==> src/rtl/akiko_c2p_dma_pkg.sv <==
// Shared definitions for the Akiko chunky-to-planar DMA: register map, CTRL bits, FSM encoding.
package akiko_c2p_dma_pkg;

   localparam logic [7:0] RegSrcH  = 8'h40;
   localparam logic [7:0] RegSrcL  = 8'h42;
   localparam logic [7:0] RegDstH  = 8'h44;
   localparam logic [7:0] RegDstL  = 8'h46;
   localparam logic [7:0] RegPmod  = 8'h48;
   localparam logic [7:0] RegCount = 8'h4A;
   localparam logic [7:0] RegCtrl  = 8'h4C;

   localparam int unsigned CtrlStart  = 0;
   localparam int unsigned CtrlAbort  = 1;
   localparam int unsigned CtrlClrIrq = 2;
   localparam int unsigned CtrlIrq    = 14;
   localparam int unsigned CtrlBusy   = 15;

   typedef enum logic [2:0] {
      StIdle  = 3'd0,
      StFetch = 3'd1,
      StPush  = 3'd2,
      StPull  = 3'd3,
      StStore = 3'd4,
      StNext  = 3'd5,
      StDone  = 3'd6
   } state_e;

endpackage

==> src/rtl/c2p_dma_regs.sv <==
// CPU register decode and register file; addresses and PMOD are kept as word quantities.
module c2p_dma_regs (
   input  logic        clk,
   input  logic        _reset,
   input  logic        clk7_en,
   input  logic [7:1]  reg_addr,
   input  logic [15:0] data_in,
   input  logic        rd,
   input  logic        sel_c2pdma,
   input  logic        busy,
   input  logic        irq,
   input  logic        advance,
   output logic [15:0] data_out,
   output logic [23:1] src,
   output logic [23:1] dst,
   output logic [15:1] pmod,
   output logic [15:0] count,
   output logic        start,
   output logic        abort,
   output logic        clr_irq
);
   import akiko_c2p_dma_pkg::*;

   logic [23:1] src_q, dst_q;
   logic [15:1] pmod_q;
   logic [15:0] count_q;
   logic [7:0]  offset;
   logic        wr_en, ctrl_wr;

   assign offset  = {reg_addr, 1'b0};
   assign wr_en   = clk7_en & sel_c2pdma & ~rd;
   assign ctrl_wr = wr_en & (offset == RegCtrl);
   assign start   = ctrl_wr & data_in[CtrlStart];
   assign abort   = ctrl_wr & data_in[CtrlAbort];
   assign clr_irq = ctrl_wr & data_in[CtrlClrIrq];

   assign src   = src_q;
   assign dst   = dst_q;
   assign pmod  = pmod_q;
   assign count = count_q;

   // The job advances the working copies in place, so it wins over a CPU write.
   always_ff @(posedge clk or negedge _reset) begin
      if (!_reset) begin
         src_q   <= '0;
         dst_q   <= '0;
         pmod_q  <= '0;
         count_q <= '0;
      end else if (clk7_en) begin
         if (advance) begin
            src_q   <= src_q + 23'd8;
            dst_q   <= dst_q + 23'd1;
            count_q <= count_q - 16'd1;
         end else if (wr_en) begin
            case (offset)
               RegSrcH:  src_q[23:16] <= data_in[7:0];
               RegSrcL:  src_q[15:1]  <= data_in[15:1];
               RegDstH:  dst_q[23:16] <= data_in[7:0];
               RegDstL:  dst_q[15:1]  <= data_in[15:1];
               RegPmod:  pmod_q       <= data_in[15:1];
               RegCount: count_q      <= data_in;
               default: ;
            endcase
         end
      end
   end

   always_comb begin
      data_out = '0;
      if (sel_c2pdma && rd) begin
         case (offset)
            RegSrcH:  data_out = {8'h00, src_q[23:16]};
            RegSrcL:  data_out = {src_q[15:1], 1'b0};
            RegDstH:  data_out = {8'h00, dst_q[23:16]};
            RegDstL:  data_out = {dst_q[15:1], 1'b0};
            RegPmod:  data_out = {pmod_q, 1'b0};
            RegCount: data_out = count_q;
            RegCtrl: begin
               data_out[CtrlBusy] = busy;
               data_out[CtrlIrq]  = irq;
            end
            default: data_out = '0;
         endcase
      end
   end

endmodule

==> src/rtl/akiko_c2p_dma.sv <==
// Akiko C2P DMA: fetches 8 chunky words, pushes them through the C2P unit, stores 8 planes.
module akiko_c2p_dma (
   input  logic        clk,
   input  logic        _reset,
   input  logic        clk7_en,
   input  logic [23:1] address_in,
   input  logic [15:0] data_in,
   input  logic        rd,
   input  logic        sel_c2pdma,
   output logic [15:0] data_out,
   output logic        mem_req,
   output logic        mem_we,
   output logic [23:1] mem_addr,
   output logic [15:0] mem_wdata,
   input  logic [15:0] mem_rdata,
   input  logic        mem_ack,
   output logic        akiko_sel,
   output logic        akiko_rd,
   output logic [15:0] akiko_wdata,
   input  logic [15:0] akiko_rdata,
   output logic        busy,
   output logic        irq
);
   import akiko_c2p_dma_pkg::*;

   state_e      state_q, state_d;
   logic [2:0]  widx_q, widx_d, kidx_q, kidx_d;
   logic [15:0] word_q, word_d;
   logic        abort_pend_q, abort_pend_d, irq_q, irq_d;

   logic [23:1] src, dst, fetch_addr, store_addr, plane_off;
   logic [15:1] pmod;
   logic [15:0] count;
   logic        start, abort, clr_irq, abort_req, in_xfer;
   logic        unused_addr;

   assign unused_addr = ^address_in[23:8];

   c2p_dma_regs u_regs (
      .clk        (clk),
      ._reset     (_reset),
      .clk7_en    (clk7_en),
      .reg_addr   (address_in[7:1]),
      .data_in    (data_in),
      .rd         (rd),
      .sel_c2pdma (sel_c2pdma),
      .busy       (busy),
      .irq        (irq_q),
      .advance    (state_q == StNext),
      .data_out   (data_out),
      .src        (src),
      .dst        (dst),
      .pmod       (pmod),
      .count      (count),
      .start      (start),
      .abort      (abort),
      .clr_irq    (clr_irq)
   );

   // Word-granular arithmetic: wrapping at 2^23 words is wrapping at 2^24 bytes.
   assign plane_off  = {20'd0, 3'd7 - kidx_q} * {8'd0, pmod};
   assign fetch_addr = src + {20'd0, widx_q};
   assign store_addr = dst + plane_off;

   assign busy      = (state_q != StIdle) && (state_q != StDone);
   assign irq       = irq_q;
   assign abort_req = abort | abort_pend_q;
   assign in_xfer   = (state_q == StFetch) || (state_q == StStore);

   always_ff @(posedge clk or negedge _reset) begin
      if (!_reset) begin
         state_q      <= StIdle;
         widx_q       <= '0;
         kidx_q       <= '0;
         word_q       <= '0;
         abort_pend_q <= 1'b0;
         irq_q        <= 1'b0;
      end else if (clk7_en) begin
         state_q      <= state_d;
         widx_q       <= widx_d;
         kidx_q       <= kidx_d;
         word_q       <= word_d;
         abort_pend_q <= abort_pend_d;
         irq_q        <= irq_d;
      end
   end

   always_comb begin
      state_d      = state_q;
      widx_d       = widx_q;
      kidx_d       = kidx_q;
      word_d       = word_q;
      abort_pend_d = abort_pend_q;
      irq_d        = irq_q;
      mem_req      = 1'b0;
      mem_we       = 1'b0;
      mem_addr     = '0;
      mem_wdata    = '0;
      akiko_sel    = 1'b0;
      akiko_rd     = 1'b0;
      akiko_wdata  = '0;

      if (clr_irq) irq_d = 1'b0;

      unique case (state_q)
         StIdle: begin
            if (start) begin
               widx_d  = '0;
               kidx_d  = '0;
               state_d = (count == 16'd0) ? StDone : StFetch;
            end
         end
         StFetch: begin
            mem_req  = 1'b1;
            mem_addr = fetch_addr;
            if (abort) abort_pend_d = 1'b1;
            if (mem_ack) begin
               word_d  = mem_rdata;
               state_d = StPush;
            end
         end
         StPush: begin
            akiko_sel   = 1'b1;
            akiko_wdata = word_q;
            widx_d      = widx_q + 3'd1;
            if (widx_q == 3'd7) begin
               kidx_d  = '0;
               state_d = StPull;
            end else begin
               state_d = StFetch;
            end
         end
         StPull: begin
            akiko_sel = 1'b1;
            akiko_rd  = 1'b1;
            word_d    = akiko_rdata;
            state_d   = StStore;
         end
         StStore: begin
            mem_req   = 1'b1;
            mem_we    = 1'b1;
            mem_addr  = store_addr;
            mem_wdata = word_q;
            if (abort) abort_pend_d = 1'b1;
            if (mem_ack) begin
               kidx_d  = kidx_q + 3'd1;
               state_d = (kidx_q == 3'd7) ? StNext : StPull;
            end
         end
         StNext: begin
            widx_d  = '0;
            state_d = (count == 16'd1) ? StDone : StFetch;
         end
         StDone: begin
            if (!abort_req) irq_d = 1'b1;
            state_d = StIdle;
         end
         default: state_d = StIdle;
      endcase

      // A bus transfer in flight is allowed to finish before the abort lands.
      if (abort_req && (state_q != StIdle) && (!in_xfer || mem_ack)) state_d = StIdle;
      if (state_d == StIdle) abort_pend_d = 1'b0;
   end

endmodule

==> config.mk <==
export PLATFORM = sky130hd
export DESIGN_NAME = akiko_c2p_dma
export DESIGN_NICKNAME = d
export VERILOG_FILES = /design/src/rtl/akiko_c2p_dma_pkg.sv /design/src/rtl/c2p_dma_regs.sv /design/src/rtl/akiko_c2p_dma.sv
export SDC_FILE = /design/constraint.sdc
export NUM_CORES = 1
export LEC_CHECK = 0
export CAP_MARGIN = 25
export CORE_MARGIN = 2
export CORE_UTILIZATION = 50
export DETAILED_ROUTE_END_ITERATION = 8
export GPL_ROUTABILITY_DRIVEN = 0
export GPL_TIMING_DRIVEN = 0
export PLACE_DENSITY = 0.76
export SYNTH_ARGS = -nofsm -noshare
export SYNTH_HDL_FRONTEND = slang
export SYNTH_SLANG_ARGS = --single-unit
export TNS_END_PERCENT = 50
==> constraint.sdc <==
create_clock -name clk -period 6.8 [get_ports clk]
set_input_delay 0.68 -clock clk [delete_from_list [all_inputs] [get_ports clk]]
set_output_delay 0.68 -clock clk [all_outputs]
set_load 0.02 [all_outputs]
==> impl_metrics.csv, run 1 <==
group,metric,value,unit
job,drv_cap,0,
sta,period_share,96.0,%
synth,synth_xor_xnor_area_share,2.73,%
critical_path,regToRegStartpoint,"state_q[2]",
sta,finalClockSkew,9.06,ps
clocking,clock-sinks,104,
clocking,insertion_delay,370,ps
sta,fmaxAchievable,153,MHz
global_routing,grt_util_all_layers,34.1,%
sta,final_hold_viol_count,0,
global_routing,first_global_vias,9183,
clocking,cts_resized,0,
power,p_per_area,255,nW/um^2
detailed_routing,drt_iter0_drc,1215,
synth,netlist-cell-type-count,75,
power,p_total,2.87,mW
final_layout,mostFrequentLayoutCells,"134 x clkdlybuf4s50_1, 111 x nor2_1, 104 x dfrtp_1",
critical_path,cp-start-kind,"register",
synth,yosys_most_used_dff,"dfrtp_1",
global_routing,grt_pass1_wl,51900,um
detailed_routing,vias,9953,
power,p_leak,4.99,nW
floorplanning,die-area,19700,um^2
sta,rsz0062_at_grt,"no",
synth,ys_ff_latch,104,
final_layout,mostFrequentLayoutCell,"clkdlybuf4s50_1",
power,peakVddDrop,0.126,mV
global_routing,grt_max_degree,66,
detailed_routing,antenna_left,0,
synth,synth-edff-count,0,
synth,syn_inst,1135,
clocking,cts_buffers,9,
synth,synth-compound-area-share,23.4,%
synth,synth_top_family_by_area,"compound AO/OA/AOI/OAI gates",
clocking,clock_path_buffers,2,
detailed_routing,wirelength,34000,um
final_layout,final_area,11300,um^2
floorplanning,die_w,140,um
synth,yosysSeqAreaShare,28.0,%
global_routing,overflow,0,
synth,netlist_area,9290,um^2
synth,synth-simple-area-share,21.4,%
place,io_buffers,135,
detailed_routing,post_drt_via_cell_ratio,6.56,
sta,worst_pin_slew,1070,ps
floorplanning,core.rowCount,49,
synth,synthArstFlopShare,100,%
sta,relSlewSlack,28.4,%
floorplanning,initial_utilization,51.4,%
clocking,cts_tree,"done",
clocking,cts.clk_slew.worst_paths,70,ps
sta,slew_viol_final,0,
critical_path,cp-end-kind,"primary output",
synth,synth_area_per_cell,8.19,um^2
synth,synth-adder-area-share,10.8,%
sta,hold_ws,294,ps
final_layout,fin_util,62.3,%
final_layout,multi_input_area,6080,um^2
sta,min_period,6520,ps
sta,setup_viol,0,
sta,tns,0,ps
final_layout,register_area,2600,um^2
critical_path,crit_required,6120,ps
final_layout,syn_to_final_growth,21.3,%
final_layout,drive_gt1_share,4.73,%
synth,synth_mux_area_share,7.10,%
critical_path,cp_max_fo,10,
clocking,cts-htree-levels,3,
critical_path,rrSetupSlack,3620,ps
floorplanning,io_pins,154,
final_layout,antenna_cells,0,
final_layout,nets,1423,
final_layout,nFillCells,1622,
critical_path,critical_path_class,"reg2out",
status,status,"finished, final reports clean",
min_path,holdCritPathClass,"in2async",
synth,syn_nets,1274,
detailed_routing,drc,0,
critical_path,r2r_end,"u_regs.dst[22]",
critical_path,reg2regPathDepth,8,
synth,yosys_warnings,0,
detailed_routing,first_pass_iters,6,
detailed_routing,routedWlPerCell,22.4,um
place,pre_cts_slack,744,ps
place,dpl.cell_count,1500,
clocking,cts_setup_buffers,0,
sta,setup_slack,275,ps
place,placed_area,11000,um^2
critical_path,arrival,5840,ps
floorplanning,dieHeight,140,um
place,dp_hpwl,25800,um
clocking,cts_hold_buf,0,
final_layout,final_cells,1518,
global_routing,antenna_found_initial,0,
clocking,cts_root_buffer,"clkbuf_16",
floorplanning,core-area,18100,um^2
==> area by class of cell <==
| class | count | area share, % |
|---|---|---|
| Clock inverter | 3 | 0.200 |
| Clock buffer | 13 | 2.49 |
| Tap cell | 229 | 2.54 |
| Buffer | 75 | 3.00 |
| Timing Repair Buffer | 138 | 12.3 |
| Multi-Input combinational cell | 883 | 53.9 |
| Inverter | 73 | 2.43 |
| Sequential cell | 104 | 23.1 |
==> layer usage <==
| metal | up-vias | global-route usage, % | wire (um) |
|---|---|---|---|
| met1 | 4725 | 48.0 | 13800 |
| met3 | 125 | 8.21 | 4280 |
| met4 | 0 | 14.3 | 1540 |
| met5 | - | 0 | 0 |
| met2 | 713 | 50.4 | 14400 |
| li1 | 4390 | - | - |
==> cell usage after synthesis, drive strengths merged, types with 18 or more instances <==
library cell  instances  area [um^2]
a21oi                82          410
a31oi                34          213
and2                 26          163
and3                 32          200
clkbuf               65          285
dfrtp               104         2600
fa                   30          601
ha                   32          400
inv                  72          270
mux2                 23          259
mux2i                40          400
nand2                77          297
nand3                30          150
nor2                111          417
nor2b                39          244
nor3                 24          120
o21ai                74          370
o22a                 37          324
o22ai                18          113
xnor2                18          158
==> critical path: stages (launching register included) <==
cell and delay, ps:
dfrtp_1 560, clkbuf_1 490, nand2b_1 210, fa_1 460, fa_1 520, inv_1 70, fa_1 500, a211oi_1 350
o21bai_1 180, o2111ai_1 280, a31oi_1 300, a21boi_0 530, a211oi_1 140, or3_1 350, clkdlybuf4s50_1 540
==> worst max-delay path by stage <==
stage                         start           end  slack (ps)  depth (start not counted)
final                     kidx_q[1]  mem_addr[18]         280                         14
after global routing      kidx_q[1]  mem_addr[18]          20                         14
after CTS                 kidx_q[1]  mem_addr[18]         350                         14
after detailed placement  kidx_q[1]  mem_addr[18]         740                         14
after global placement    kidx_q[1]  mem_addr[18]         850                         14
after floorplan           kidx_q[2]  mem_addr[18]        2070                         13
==> cells by family (layout without fill, tap and decap cells) <==
group,count (synthesis),in the layout
xor gates and xnor gates,29,29
and+or+nand+nor,394,394
DFF,104,104
muxes,63,63
buffers and inverters,148,302
adders and majority gates,62,62
AOI/OAI and AO/OA,335,335
==> power by group <==
group,switching (mW),internal (mW),total [mW]
combinational,0.713,0.514,1.23
sequential,0.274,0.824,1.10
clock,0.255,0.291,0.545
==> flip-flops by register name (all words and copies together), names as in the netlist <==
signal and cells:
u_regs.src 23, kidx_q 3, abort_pend_q 1, u_regs.pmod 15
u_regs.dst 23, u_regs.count 16, state_q 3, irq 1
word_q 16, widx_q 3
No activity file was read; power rests on OpenSTA's default activity.
==> run 2: changes to the inputs <==
- CORE_UTILIZATION: 50 -> 55
- PLACE_DENSITY: 0.76 -> 0.82
==> impl_metrics.csv, run 2 (same netlist as run 1, synthesis figures left out) <==
group,metric,value,unit
global_routing,overflow,0,
global_routing,grt_max_degree,65,
detailed_routing,drt_iter0_drc,1463,
critical_path,regToRegStartpoint,"state_q[2]",
sta,worst_pin_slew,1090,ps
clocking,clock_path_buffers,2,
global_routing,antenna_found_initial,0,
floorplanning,core.rowCount,47,
floorplanning,io_pins,154,
place,io_buffers,135,
critical_path,critical_path_class,"reg2out",
power,peakVddDrop,0.134,mV
clocking,cts_root_buffer,"clkbuf_16",
sta,tns,0,ps
critical_path,cp-start-kind,"register",
sta,period_share,95.0,%
clocking,clock-sinks,104,
floorplanning,dieHeight,134,um
sta,rsz0062_at_grt,"no",
detailed_routing,drc,0,
detailed_routing,wirelength,33400,um
sta,final_hold_viol_count,0,
global_routing,first_global_vias,9325,
clocking,cts_tree,"done",
power,p_leak,4.98,nW
power,p_total,2.90,mW
sta,hold_ws,316,ps
sta,slew_viol_final,0,
sta,setup_viol,0,
critical_path,rrSetupSlack,3590,ps
sta,finalClockSkew,9.26,ps
critical_path,cp-end-kind,"primary output",
final_layout,final_area,11300,um^2
sta,relSlewSlack,27.0,%
clocking,cts_hold_buf,0,
final_layout,syn_to_final_growth,21.3,%
critical_path,cp_max_fo,10,
critical_path,endpoint,"mem_addr[18]",
critical_path,critPathLaunch,"kidx_q[1]",
clocking,cts-htree-levels,3,
clocking,cts_setup_buffers,0,
clocking,cts_resized,0,
clocking,cts.clk_slew.worst_paths,70,ps
clocking,insertion_delay,360,ps
floorplanning,die_w,134,um
place,dp_hpwl,25500,um
detailed_routing,routedWlPerCell,22.1,um
final_layout,drive_gt1_share,4.66,%
clocking,cts_buffers,9,
status,status,"finished, final reports clean",
min_path,holdCritPathClass,"in2async",
floorplanning,die-area,17900,um^2
job,drv_cap,0,
sta,min_period,6460,ps
sta,fmaxAchievable,155,MHz
global_routing,grt_util_all_layers,37.0,%
final_layout,mostFrequentLayoutCell,"clkdlybuf4s50_1",
detailed_routing,first_pass_iters,9,
power,p_per_area,258,nW/um^2
final_layout,antenna_cells,0,
final_layout,nets,1422,
floorplanning,initial_utilization,56.2,%
critical_path,crit_required,6120,ps
critical_path,arrival,5780,ps
place,placed_area,10900,um^2
detailed_routing,post_drt_via_cell_ratio,6.62,
critical_path,reg2regPathDepth,8,
detailed_routing,vias,9976,
floorplanning,core-area,16500,um^2
detailed_routing,antenna_left,0,
final_layout,mostFrequentLayoutCells,"134 x clkdlybuf4s50_1, 111 x nor2_1, 104 x dfrtp_1",
critical_path,r2r_end,"u_regs.dst[22]",
global_routing,grt_pass1_wl,51300,um
run 2: changes by cell type in the layout (fill, tap and decap cells not counted):
cell / previous run / this run
buf_2: 3 / 2
bufinv_16: 0 / 2
clkbuf_8: 8 / 4
clkinvlp_4: 0 / 3
inv_6: 1 / 0
run 2: metal layers:
| layer | vias to the layer above | track usage [%] | wire length (um) |
|---|---|---|---|
| met5 | - | 1.11 | 0 |
| met4 | 0 | 16.4 | 1560 |
| met3 | 141 | 9.30 | 4830 |
| met2 | 800 | 55.8 | 14400 |
| met1 | 4648 | 50.3 | 12600 |
| li1 | 4387 | - | - |
run 2: power breakdown:
group,switching (mW),internal [mW]
registers,0.287,0.824
clock network,0.251,0.323
logic,0.708,0.510
total,1.25,1.66
run 2: final cells by class:
class                           instances  area, um^2
Multi-Input combinational cell        883        6080
Tap cell                              220         275
Sequential cell                       104        2600
Buffer                                 75         338
Timing Repair Buffer                  137        1380
Inverter                               73         274
Fill cell                            1373        5260
Clock buffer                            9         225
Clock inverter                          7        96.3
run 2: worst min path at each step:
stage | start | to | slack (ps) | depth (start not counted)
after CTS | _reset | u_regs.src[18] | 330 | 1
after global placement | word_q[9] | word_q[9] | 470 | 2
after detailed placement | word_q[13] | word_q[13] | 480 | 2
final | _reset | u_regs.src[21] | 320 | 1
after global routing | _reset | u_regs.src[21] | 360 | 1
after floorplan | _reset | abort_pend_q | 380 | 0
run 2: worst max-delay path, stage by stage, from the launching register on:
cell,delay [ps]
dfrtp_1,590
clkbuf_1,470
nand2b_1,210
fa_1,460
fa_1,520
inv_1,70
fa_1,480
a211oi_1,330
o21bai_1,170
o2111ai_1,280
a31oi_1,290
a21boi_0,510
a211oi_1,140
or3_1,350
clkdlybuf4s50_1,540
run 2: through the flow:
step	util, %	worst slack [ps]	instances
after detailed placement	66.2	785	1491
after CTS	68.2	396	1507
final	68.2	342	1508
after global placement	66.1	887	1490
after floorplan	-	2070	1135
after global routing	68.2	101	1508
